===== config.mk =====
export PLATFORM = sky130hd
export DESIGN_NAME = mult_div_unit
export DESIGN_NICKNAME = d
export VERILOG_FILES = /design/src/rtl/mdu_pkg.sv /design/src/rtl/mdu_step.sv /design/src/rtl/mult_div_unit.sv
export SDC_FILE = /design/constraint.sdc
export NUM_CORES = 1
export LEC_CHECK = 0
export ABC_AREA = 1
export CORE_MARGIN = 4
export CORE_UTILIZATION = 49
export CTS_CLUSTER_DIAMETER = 60
export DETAILED_ROUTE_END_ITERATION = 7
export PLACE_DENSITY = 0.72
export SLEW_MARGIN = 20
export SYNTH_ARGS = -nofsm -noshare
export SYNTH_HDL_FRONTEND = slang
export SYNTH_SLANG_ARGS = --single-unit

===== constraint.sdc =====
create_clock -name clk -period 2.8 [get_ports clk]
set_input_delay 0.56 -clock clk [delete_from_list [all_inputs] [get_ports clk]]
set_output_delay 0.56 -clock clk [all_outputs]
set_load 0.005 [all_outputs]

===== src/rtl/mdu_pkg.sv =====
// Shared types and constants for the iterative multiply/divide unit.
package mdu_pkg;

    localparam int unsigned MDU_STEPS = 32;

    typedef enum logic [2:0] {
        MULT  = 3'd0,
        MULTU = 3'd1,
        DIV   = 3'd2,
        DIVU  = 3'd3,
        MTHI  = 3'd4,
        MTLO  = 3'd5
    } mdu_op_t;

    typedef enum logic [1:0] {
        IDLE,
        CALC,
        FIX
    } mdu_state_t;

endpackage


===== src/rtl/mdu_step.sv =====
// One radix-2 iteration: shift-add for multiply, restoring trial-subtract for divide.
module mdu_step #(
    parameter int unsigned WIDTH = 32
) (
    input  logic             is_div_i,
    input  logic [WIDTH-1:0] acc_hi_i,
    input  logic [WIDTH-1:0] acc_lo_i,
    input  logic [WIDTH-1:0] operand_i,
    output logic [WIDTH-1:0] acc_hi_o,
    output logic [WIDTH-1:0] acc_lo_o
);

    logic [WIDTH:0]   sum;
    logic [WIDTH:0]   shifted;
    logic [WIDTH-1:0] diff;
    logic             fits;

    always_comb begin
        // Multiply: acc_lo holds the remaining multiplier bits, product grows in from the top.
        sum = {1'b0, acc_hi_i} + {1'b0, (acc_lo_i[0] ? operand_i : '0)};

        // Divide: acc_hi is the partial remainder, acc_lo shifts dividend out / quotient in.
        shifted = {acc_hi_i, acc_lo_i[WIDTH-1]};
        fits    = shifted >= {1'b0, operand_i};
        diff    = shifted[WIDTH-1:0] - operand_i;

        if (is_div_i) begin
            acc_hi_o = fits ? diff : shifted[WIDTH-1:0];
            acc_lo_o = {acc_lo_i[WIDTH-2:0], fits};
        end else begin
            acc_hi_o = sum[WIDTH:1];
            acc_lo_o = {sum[0], acc_lo_i[WIDTH-1:1]};
        end
    end

endmodule


===== src/rtl/mult_div_unit.sv =====
// Iterative MULT/MULTU/DIV/DIVU unit owning the HI/LO registers, with MTHI/MTLO writes.
module mult_div_unit
    import mdu_pkg::*;
#(
    parameter int unsigned WIDTH = 32
) (
    input  logic             clk,
    input  logic             reset,
    input  logic [WIDTH-1:0] a,
    input  logic [WIDTH-1:0] b,
    input  mdu_op_t          op,
    input  logic             start,
    input  logic             cancel,
    output logic             busy,
    output logic             done,
    output logic [WIDTH-1:0] hi,
    output logic [WIDTH-1:0] lo
);

    localparam int unsigned CntW = $clog2(WIDTH);

    mdu_state_t       state_q, state_d;
    logic [CntW-1:0]  cnt_q, cnt_d;
    logic [WIDTH-1:0] acc_hi_q, acc_hi_d;
    logic [WIDTH-1:0] acc_lo_q, acc_lo_d;
    logic [WIDTH-1:0] opnd_q, opnd_d;
    logic             is_div_q, is_div_d;
    logic             neg_q_q, neg_q_d;
    logic             neg_r_q, neg_r_d;
    logic [WIDTH-1:0] hi_q, hi_d;
    logic [WIDTH-1:0] lo_q, lo_d;
    logic             busy_q, busy_d;
    logic             done_q, done_d;

    logic             is_arith, is_signed, op_div, div_zero, a_neg, b_neg;
    logic [WIDTH-1:0] mag_a, mag_b;
    logic [WIDTH-1:0] step_hi, step_lo;
    logic [2*WIDTH-1:0] prod, prod_fix;

    mdu_step #(
        .WIDTH(WIDTH)
    ) u_step (
        .is_div_i (is_div_q),
        .acc_hi_i (acc_hi_q),
        .acc_lo_i (acc_lo_q),
        .operand_i(opnd_q),
        .acc_hi_o (step_hi),
        .acc_lo_o (step_lo)
    );

    always_ff @(posedge clk or negedge reset) begin
        if (!reset) begin
            state_q <= IDLE;
        end else begin
            state_q <= state_d;
        end
    end

    always_ff @(posedge clk or negedge reset) begin
        if (!reset) begin
            cnt_q    <= '0;
            acc_hi_q <= '0;
            acc_lo_q <= '0;
            opnd_q   <= '0;
            is_div_q <= 1'b0;
            neg_q_q  <= 1'b0;
            neg_r_q  <= 1'b0;
            hi_q     <= '0;
            lo_q     <= '0;
            busy_q   <= 1'b0;
            done_q   <= 1'b0;
        end else begin
            cnt_q    <= cnt_d;
            acc_hi_q <= acc_hi_d;
            acc_lo_q <= acc_lo_d;
            opnd_q   <= opnd_d;
            is_div_q <= is_div_d;
            neg_q_q  <= neg_q_d;
            neg_r_q  <= neg_r_d;
            hi_q     <= hi_d;
            lo_q     <= lo_d;
            busy_q   <= busy_d;
            done_q   <= done_d;
        end
    end

    always_comb begin
        state_d = state_q;
        unique case (state_q)
            IDLE: if (start && !cancel && is_arith) state_d = CALC;
            CALC: begin
                if (cancel) begin
                    state_d = IDLE;
                end else if (cnt_q == '0) begin
                    state_d = FIX;
                end
            end
            FIX:     state_d = IDLE;
            default: state_d = IDLE;
        endcase
    end

    always_comb begin
        is_arith  = (op == MULT) || (op == MULTU) || (op == DIV) || (op == DIVU);
        is_signed = (op == MULT) || (op == DIV);
        op_div    = (op == DIV) || (op == DIVU);
        div_zero  = op_div && (b == '0);
        a_neg     = is_signed && a[WIDTH-1];
        b_neg     = is_signed && b[WIDTH-1];
        // Divide by zero keeps the raw dividend so the remainder comes out as a unchanged.
        mag_a     = (a_neg && !div_zero) ? -a : a;
        mag_b     = b_neg ? -b : b;

        prod      = {acc_hi_q, acc_lo_q};
        prod_fix  = neg_q_q ? -prod : prod;

        cnt_d    = cnt_q;
        acc_hi_d = acc_hi_q;
        acc_lo_d = acc_lo_q;
        opnd_d   = opnd_q;
        is_div_d = is_div_q;
        neg_q_d  = neg_q_q;
        neg_r_d  = neg_r_q;
        hi_d     = hi_q;
        lo_d     = lo_q;
        done_d   = 1'b0;

        unique case (state_q)
            IDLE: begin
                if (start && !cancel) begin
                    if (is_arith) begin
                        cnt_d    = CntW'(WIDTH - 1);
                        acc_hi_d = '0;
                        acc_lo_d = op_div ? mag_a : mag_b;
                        opnd_d   = op_div ? mag_b : mag_a;
                        is_div_d = op_div;
                        neg_q_d  = !div_zero && (a_neg != b_neg);
                        neg_r_d  = !div_zero && a_neg;
                    end else if (op == MTHI) begin
                        hi_d = a;
                    end else if (op == MTLO) begin
                        lo_d = a;
                    end
                end
            end
            CALC: begin
                if (!cancel) begin
                    acc_hi_d = step_hi;
                    acc_lo_d = step_lo;
                    if (cnt_q != '0) cnt_d = cnt_q - CntW'(1);
                end
            end
            FIX: begin
                if (!cancel) begin
                    done_d = 1'b1;
                    if (is_div_q) begin
                        lo_d = neg_q_q ? -acc_lo_q : acc_lo_q;
                        hi_d = neg_r_q ? -acc_hi_q : acc_hi_q;
                    end else begin
                        hi_d = prod_fix[2*WIDTH-1:WIDTH];
                        lo_d = prod_fix[WIDTH-1:0];
                    end
                end
            end
            default: ;
        endcase

        busy_d = (state_d != IDLE);
    end

    assign busy = busy_q;
    assign done = done_q;
    assign hi   = hi_q;
    assign lo   = lo_q;

endmodule


Yosys cells after proc, flatten, opt, wreduce, memory -nomap -nowiden
Cells that the tools add are included.

word-level totals
  register bits after elaboration = 172
  bits in latches = 0
  bits in writable memories = 0
  memory bits (read-only) = 0
  bits of input ports = 71
  output and inout bits = 66
  logic and storage cells = 108
  memories kept = 0

cells by class
  add/sub/neg operators = 8
  multiply operators = 0
  div/mod/pow operators = 0
  magnitude comparators = 1
  eq/ne operators = 17
  shifts and indexed selects = 0
  mux-type cells = 43
  bitwise logic cells = 0
  reductions and logical operators = 27

operators with widths
  cell                 number
  $mux 32              27
  $pmux 32 s2          4
  $neg 32->32          4
  $mux 64              1
  $neg 64->64          1
  $add 32x32->33       1
  $ge 33x32->1         1
  $logic_not 32->1     1
  $sub 32x32->32       1
  $mux 5               4
  $ne 2x2->1 const B   9
  $pmux 5 s2           1
  $reduce_and 5->1     2
  $logic_and 1x1->1    7
  $eq 3x2->1 const B   2
  $eq 3x3->1 const B   2
  $mux 2               3
  $reduce_and 6->1     1
  $reduce_bool 2->1    3
  $logic_not 5->1      1
  $logic_or 1x1->1     5
  $reduce_bool 5->1    1
  $sub 5x1->5 const B  1
  $pmux 2 s2           1
  10 further kinds     12

Longest topological paths before layout
  depth after elaboration = 10
  gate-level depth with buffers = 19
  mapped depth without buffers = 18

Hierarchy
Synthesis repeated with hierarchy kept, for this count alone.

unflattened totals
  cell total of the unflattened synthesis = 3316
  area, all modules = 18908.1 sq um

modules (own cells, without submodules)
  module         times used  cells each  area each (sq um)  seq. area each (sq um)
  mult_div_unit  1           2041        12708.4            4304.1
  mdu_step       1           1275        6199.7             0.0

Least setup slack after synthesis
Ideal clock, no wire load.

  path kind = flip-flop to flip-flop
  start point = reg acc_lo_q[0]
  end point = reg acc_hi_q[28]
  arrival = 2.106 ns
  required time = 2.682 ns
  path slack = 0.576 ns
  stages on the path, launching flop included = 18
  cell sequence = dfrtp_1 > buf_6 > clkbuf_1 > nand2_1 > inv_1 > ha_1 > nand2_1 > inv_1 > a21oi_1 > nand3_1 > nand2_1 > nand2_1 > nand2_1 > nand2_1 > nand2_1 > nand3_1 > nand3_1 > nand2_1

on the way
  word-level cells in the longest chain between the ends = 5

ends and longest elaborated chain
  element                 RTL line              source
  start, declared         mult_div_unit.sv:25   logic [WIDTH-1:0] acc_lo_q, acc_lo_d;
  start signal, assigned  mult_div_unit.sv:75   acc_lo_q <= acc_lo_d;
  $mux 32                 mdu_step.sv:20        sum = {1'b0, acc_hi_i} + {1'b0, (acc_lo_i[0] ? operand_i : '0)};
  $add 32x32->33          mdu_step.sv:20
  $mux 32                 mdu_step.sv:27        if (is_div_i) begin
  $mux 32                 mult_div_unit.sv:147  if (!cancel) begin
  $pmux 32 s2             mult_div_unit.sv:128  unique case (state_q)
  end signal, assigned    mult_div_unit.sv:74   acc_hi_q <= acc_hi_d;
  end, declared           mult_div_unit.sv:24   logic [WIDTH-1:0] acc_hi_q, acc_hi_d;

Every way passes these cells. The select of a mux whose other input is x is not followed.
A chain may end at the register's enable or synchronous reset.

Worst setup path after layout
  start point = reg acc_lo_q[0]
  end point = reg hi_q[24] (netlist: hi[24])

on the way
  word-level cells in the longest chain between the ends = 5

ends and longest elaborated chain
  element               RTL line              source
  $neg 64->64           mult_div_unit.sv:115  prod_fix = neg_q_q ? -prod : prod;
  $mux 64               mult_div_unit.sv:115
  $mux 32               mult_div_unit.sv:156  if (is_div_q) begin
  $mux 32               mult_div_unit.sv:154  if (!cancel) begin
  $pmux 32 s2           mult_div_unit.sv:128
  end signal, assigned  mult_div_unit.sv:80   hi_q <= hi_d;
  end, declared         mult_div_unit.sv:30   logic [WIDTH-1:0] hi_q, hi_d;

Every way passes these cells. The select of a mux whose other input is x is not followed.

==> impl.org <==
** Critical path
- The critical path contains buffers and inverters numbering 2 combined.
- CP Max Fanout :: 4
- STA classifies the critical path startpoint as a flip-flop.
- The largest single stage delay on the critical path is 0.43 ns.
- Among cell families on the critical path, the largest total delay comes from simple AND/OR/NAND/NOR gates.
- Critical-path top delay cell :: dfrtp_1
- The worst setup path is captured at a flip-flop.
- Worst path cell trace :: buf_4 > inv_2 > ha_1 > nand2_1 > nor2_1 > nand2_1 > nor2_1 > nand3_1 > nand2_1 > nand3_1 > nand3_1 > nand3_1 > a21oi_1
- The most numerous cell type found on the critical path is nand3_1.
- Arrival @ worst endpoint :: 3.12 ns
- STA puts the critical path data required time at 3.19 ns.
- The critical path in this run is classified as reg2reg.

** Timing
- Between clock sinks in the finished design, the worst skew comes to 0.0142 ns.
- Final hold vios :: 0
- Slew of the pin with the lowest slew margin :: 0.974 ns
- Number of endpoints failing setup at the final stage :: 0
- In the final timing run, aggregate negative setup slack is 0 ns.
- Upper clock frequency limit :: 366 MHz
- Unrepaired setup endpoints after global routing :: no
- Slew Viols, Final :: 0
- Period minus WS final :: 2.73 ns
- Slack of the critical path :: 0.0654 ns
- Worst slack on hold paths :: 0.112 ns
- Of the available clock period, the critical path in the final layout requires 97.7%.
- Headroom to the max-slew limit :: 34.4%

** Pwr
- Static leakage :: 0.0117 uW
- Power Density :: 925 nW/um^2
- Worst VDD drop :: 0.000556 V

** Route
- Vias after detailed routing :: 24100
- Sum of routed wire length over all layers :: 91600 um
- After detailed routing, the number of remaining DRC violations is 0.
- For this run, the detailed router's first-pass iteration total came to 7.
- In this run, the number of DRC markers left after iteration 0 of detailed routing was 3091.
- In the final routed layout, each cell accounts on average for 22.6 um.
- Remaining antenna violation count after routing :: 0
- In the routed layout, each cell is associated on average with a via count of 5.95.

** Synthesis
- Main synth FF type :: dfrtp_1
- Counting every net in the synthesized netlist gives 3400.
- Synthesis handed over a netlist of 3257 instances.
- Cell area after technology mapping :: 18600 um^2
- During synthesis, Yosys emitted a total of 0 warnings.
- By count the netlist is led by nand2_1 (1016), nor2_1 (450), inv_1 (435).
- Mapped Avg Cell Area :: 5.71 um^2
- By area the synthesized netlist is led by dfrtp_1 (23%), nand2_1 (21%), nor2_1 (9.1%), nand3_1 (9.0%), inv_1 (8.8%).
- EDFF count, synth :: 0
- Share of flip-flops with an asynchronous set or reset after synthesis :: 100%
- Most instantiated library cell after synthesis :: nand2_1
- The share of the Yosys chip area taken by registers is 23.2%.
- The largest total area in the synthesized netlist belongs to dfrtp_1.
- Share of Yosys cell area claimed by the top area cell type :: 23.2%
- Post-synth cell types :: 49
- Synthesis inferred 172 register bits.

** Clock network
- Depth of the CTS H-tree :: 4
- Clock-pin transition on the worst setup and hold timing paths :: 0.08 ns
- Clock root cell :: clkbuf_16
- CTS max path bufs :: 2
- Clk sinks :: 172
- After clock tree synthesis, the flow added hold-fix buffers numbering 0.
- TritonCTS built the clock tree.
- In this run, CTS created clock tree buffers numbering 17.
- Insertion delay of the later-clocked pin in the worst-skew pair :: 0.47 ns

** Floorplan
- Die outline width :: 203 um
- Starting density of the core :: 49.4%
- The die is 203 um tall.
- Rows :: 71
- In this run the count of I/O pins placed on the die edge is 137.
- The die covers 41100 um^2.
- The core region is 37600 um^2.

** Hold path
- The tightest min-delay check is of the in2async type.

** Placed design
- Weighted congestion reported at the end of routability-driven placement :: 1.14
- OpenSTA, run right after detailed placement, puts the worst setup slack at -0.172 ns.
- Post-DP HPWL :: 74800 um
- DP Cell Count :: 4017
- Port Buffers :: 136

** Final layout
- Post-layout net count :: 3668
- Post-Layout Cell Count :: 4049
- Compared with the post-synthesis result, the final layout area differs by 20.7%.
- 0 antenna diodes ended up in the layout.
- Fraction of layout instances using a drive strength above 1 :: 9.07%
- Summing all multi-input logic gate instances after layout gives 12200 um^2.
- Area used by sequential logic in the layout :: 4310 um^2
- Cells fill 59.7% of the core in the end.
- Counting the fill cells in the layout gives 3840.

** Global route
- Maximum number of pins on one net before global-route repair :: 84
- The via count of the first global-routing pass is 22500.
- The first global-routing pass estimated 136000 um of wire.
- Global-route total usage across every layer :: 43.1%
- Number of antenna violations at the first check in global routing :: 2
- GR Overflow Total :: 0

** Run
- Count of max-cap constraint violations :: 0

** Outcome
- The flow ran to the end, and the final reports show no timing, DRC or antenna violations.
==> metal layers <==
layer  GRT usage (%)  up-vias  share of wire, %  wire length, um
li1                -    11000                 -                -
met1            55.0    11000                37            34200
met2            66.7     1732                43            39300
met3            10.2      347                12            11300
met4            25.2        2               7.4             6740
met5               0        -             0.017               16
==> layout by cell type (no fill, tap or decap), types with 17 or more instances in the layout <==
master / netlist / routed
nand2_1: 1016 / 1015
nor2_1: 450 / 445
inv_1: 435 / 433
nand3_1: 336 / 335
a21oi_1: 207 / 205
buf_4: 8 / 203
dfrtp_1: 172 / 171
o21ai_0: 161 / 161
clkdlybuf4s50_1: 0 / 135
ha_1: 70 / 68
nand4_1: 53 / 53
xor2_1: 46 / 46
nor3_1: 28 / 28
a31oi_1: 27 / 27
clkbuf_16: 0 / 17
==> cell families (layout without fill, tap and decap cells) <==
group | count (synthesis) | after routing | share of synthesized area [%]
buf+inv | 544 | 825 | 11.6
xor+xnor | 57 | 57 | 2.69
fa+ha+maj | 72 | 72 | 4.93
simple gates | 1943 | 1943 | 43.7
flops | 172 | 172 | 23.2
compound gates | 469 | 469 | 13.9
==> worst paths after layout <==
check	startpoint	to	slack, ns	cells after the start
hold reg to reg	lo[18]$_DFFE_PN0P_	lo[18]$_DFFE_PN0P_	0.49	2
setup / recovery	acc_lo_q[0]$_DFFE_PN0P_	hi[24]$_DFFE_PN0P_	0.07	13
max in group asynchronous	reset	acc_lo_q[19]$_DFFE_PN0P_	1.89	2
min in group clk	lo[18]$_DFFE_PN0P_	lo[18]$_DFFE_PN0P_	0.49	2
hold / removal	reset	hi[9]$_DFFE_PN0P_	0.11	1
setup reg to reg	acc_lo_q[0]$_DFFE_PN0P_	hi[24]$_DFFE_PN0P_	0.07	13
==> sequential cells by signal, indices dropped and copies added, names as in the netlist <==
signal / flops
state_q: 2
neg_r_q: 1
acc_lo_q: 32
is_div_q: 1
acc_hi_q: 32
opnd_q: 32
lo: 32
neg_q_q: 1
done: 1
busy: 1
hi: 32
cnt_q: 5
==> what timing repair did <==
action,in CTS,in global routing
buffers inserted,0,0
gates resized for setup,0,11
setup endpoints to repair,0,23
==> stage by stage <==
stage                     power [uW]  cell area (um^2)
after floorplan                11800             18600
after CTS                      20200             22400
after global routing           22000             22400
after detailed placement       17600             21800
final                          20700             22400
after global placement         17500             21800
==> cell type report <==
cell class | instances | area share [%]
multi-input cells | 2541 | 54.2
flip-flops and latches | 172 | 19.2
repair buffers | 349 | 13.8
inverters | 444 | 7.45
well taps | 511 | 2.85
clock buffers | 19 | 1.97
clock inverters | 13 | 0.574
==> report_power, final <==
group          leakage (uW)  switching [uW]  internal (uW)
Sequential          0.00205             841           3190
Combinational       0.00939            9140           5050
Clock              0.000275            1240           1270
Total                0.0117           11200           9520
(Power assumes the default switching activity.)
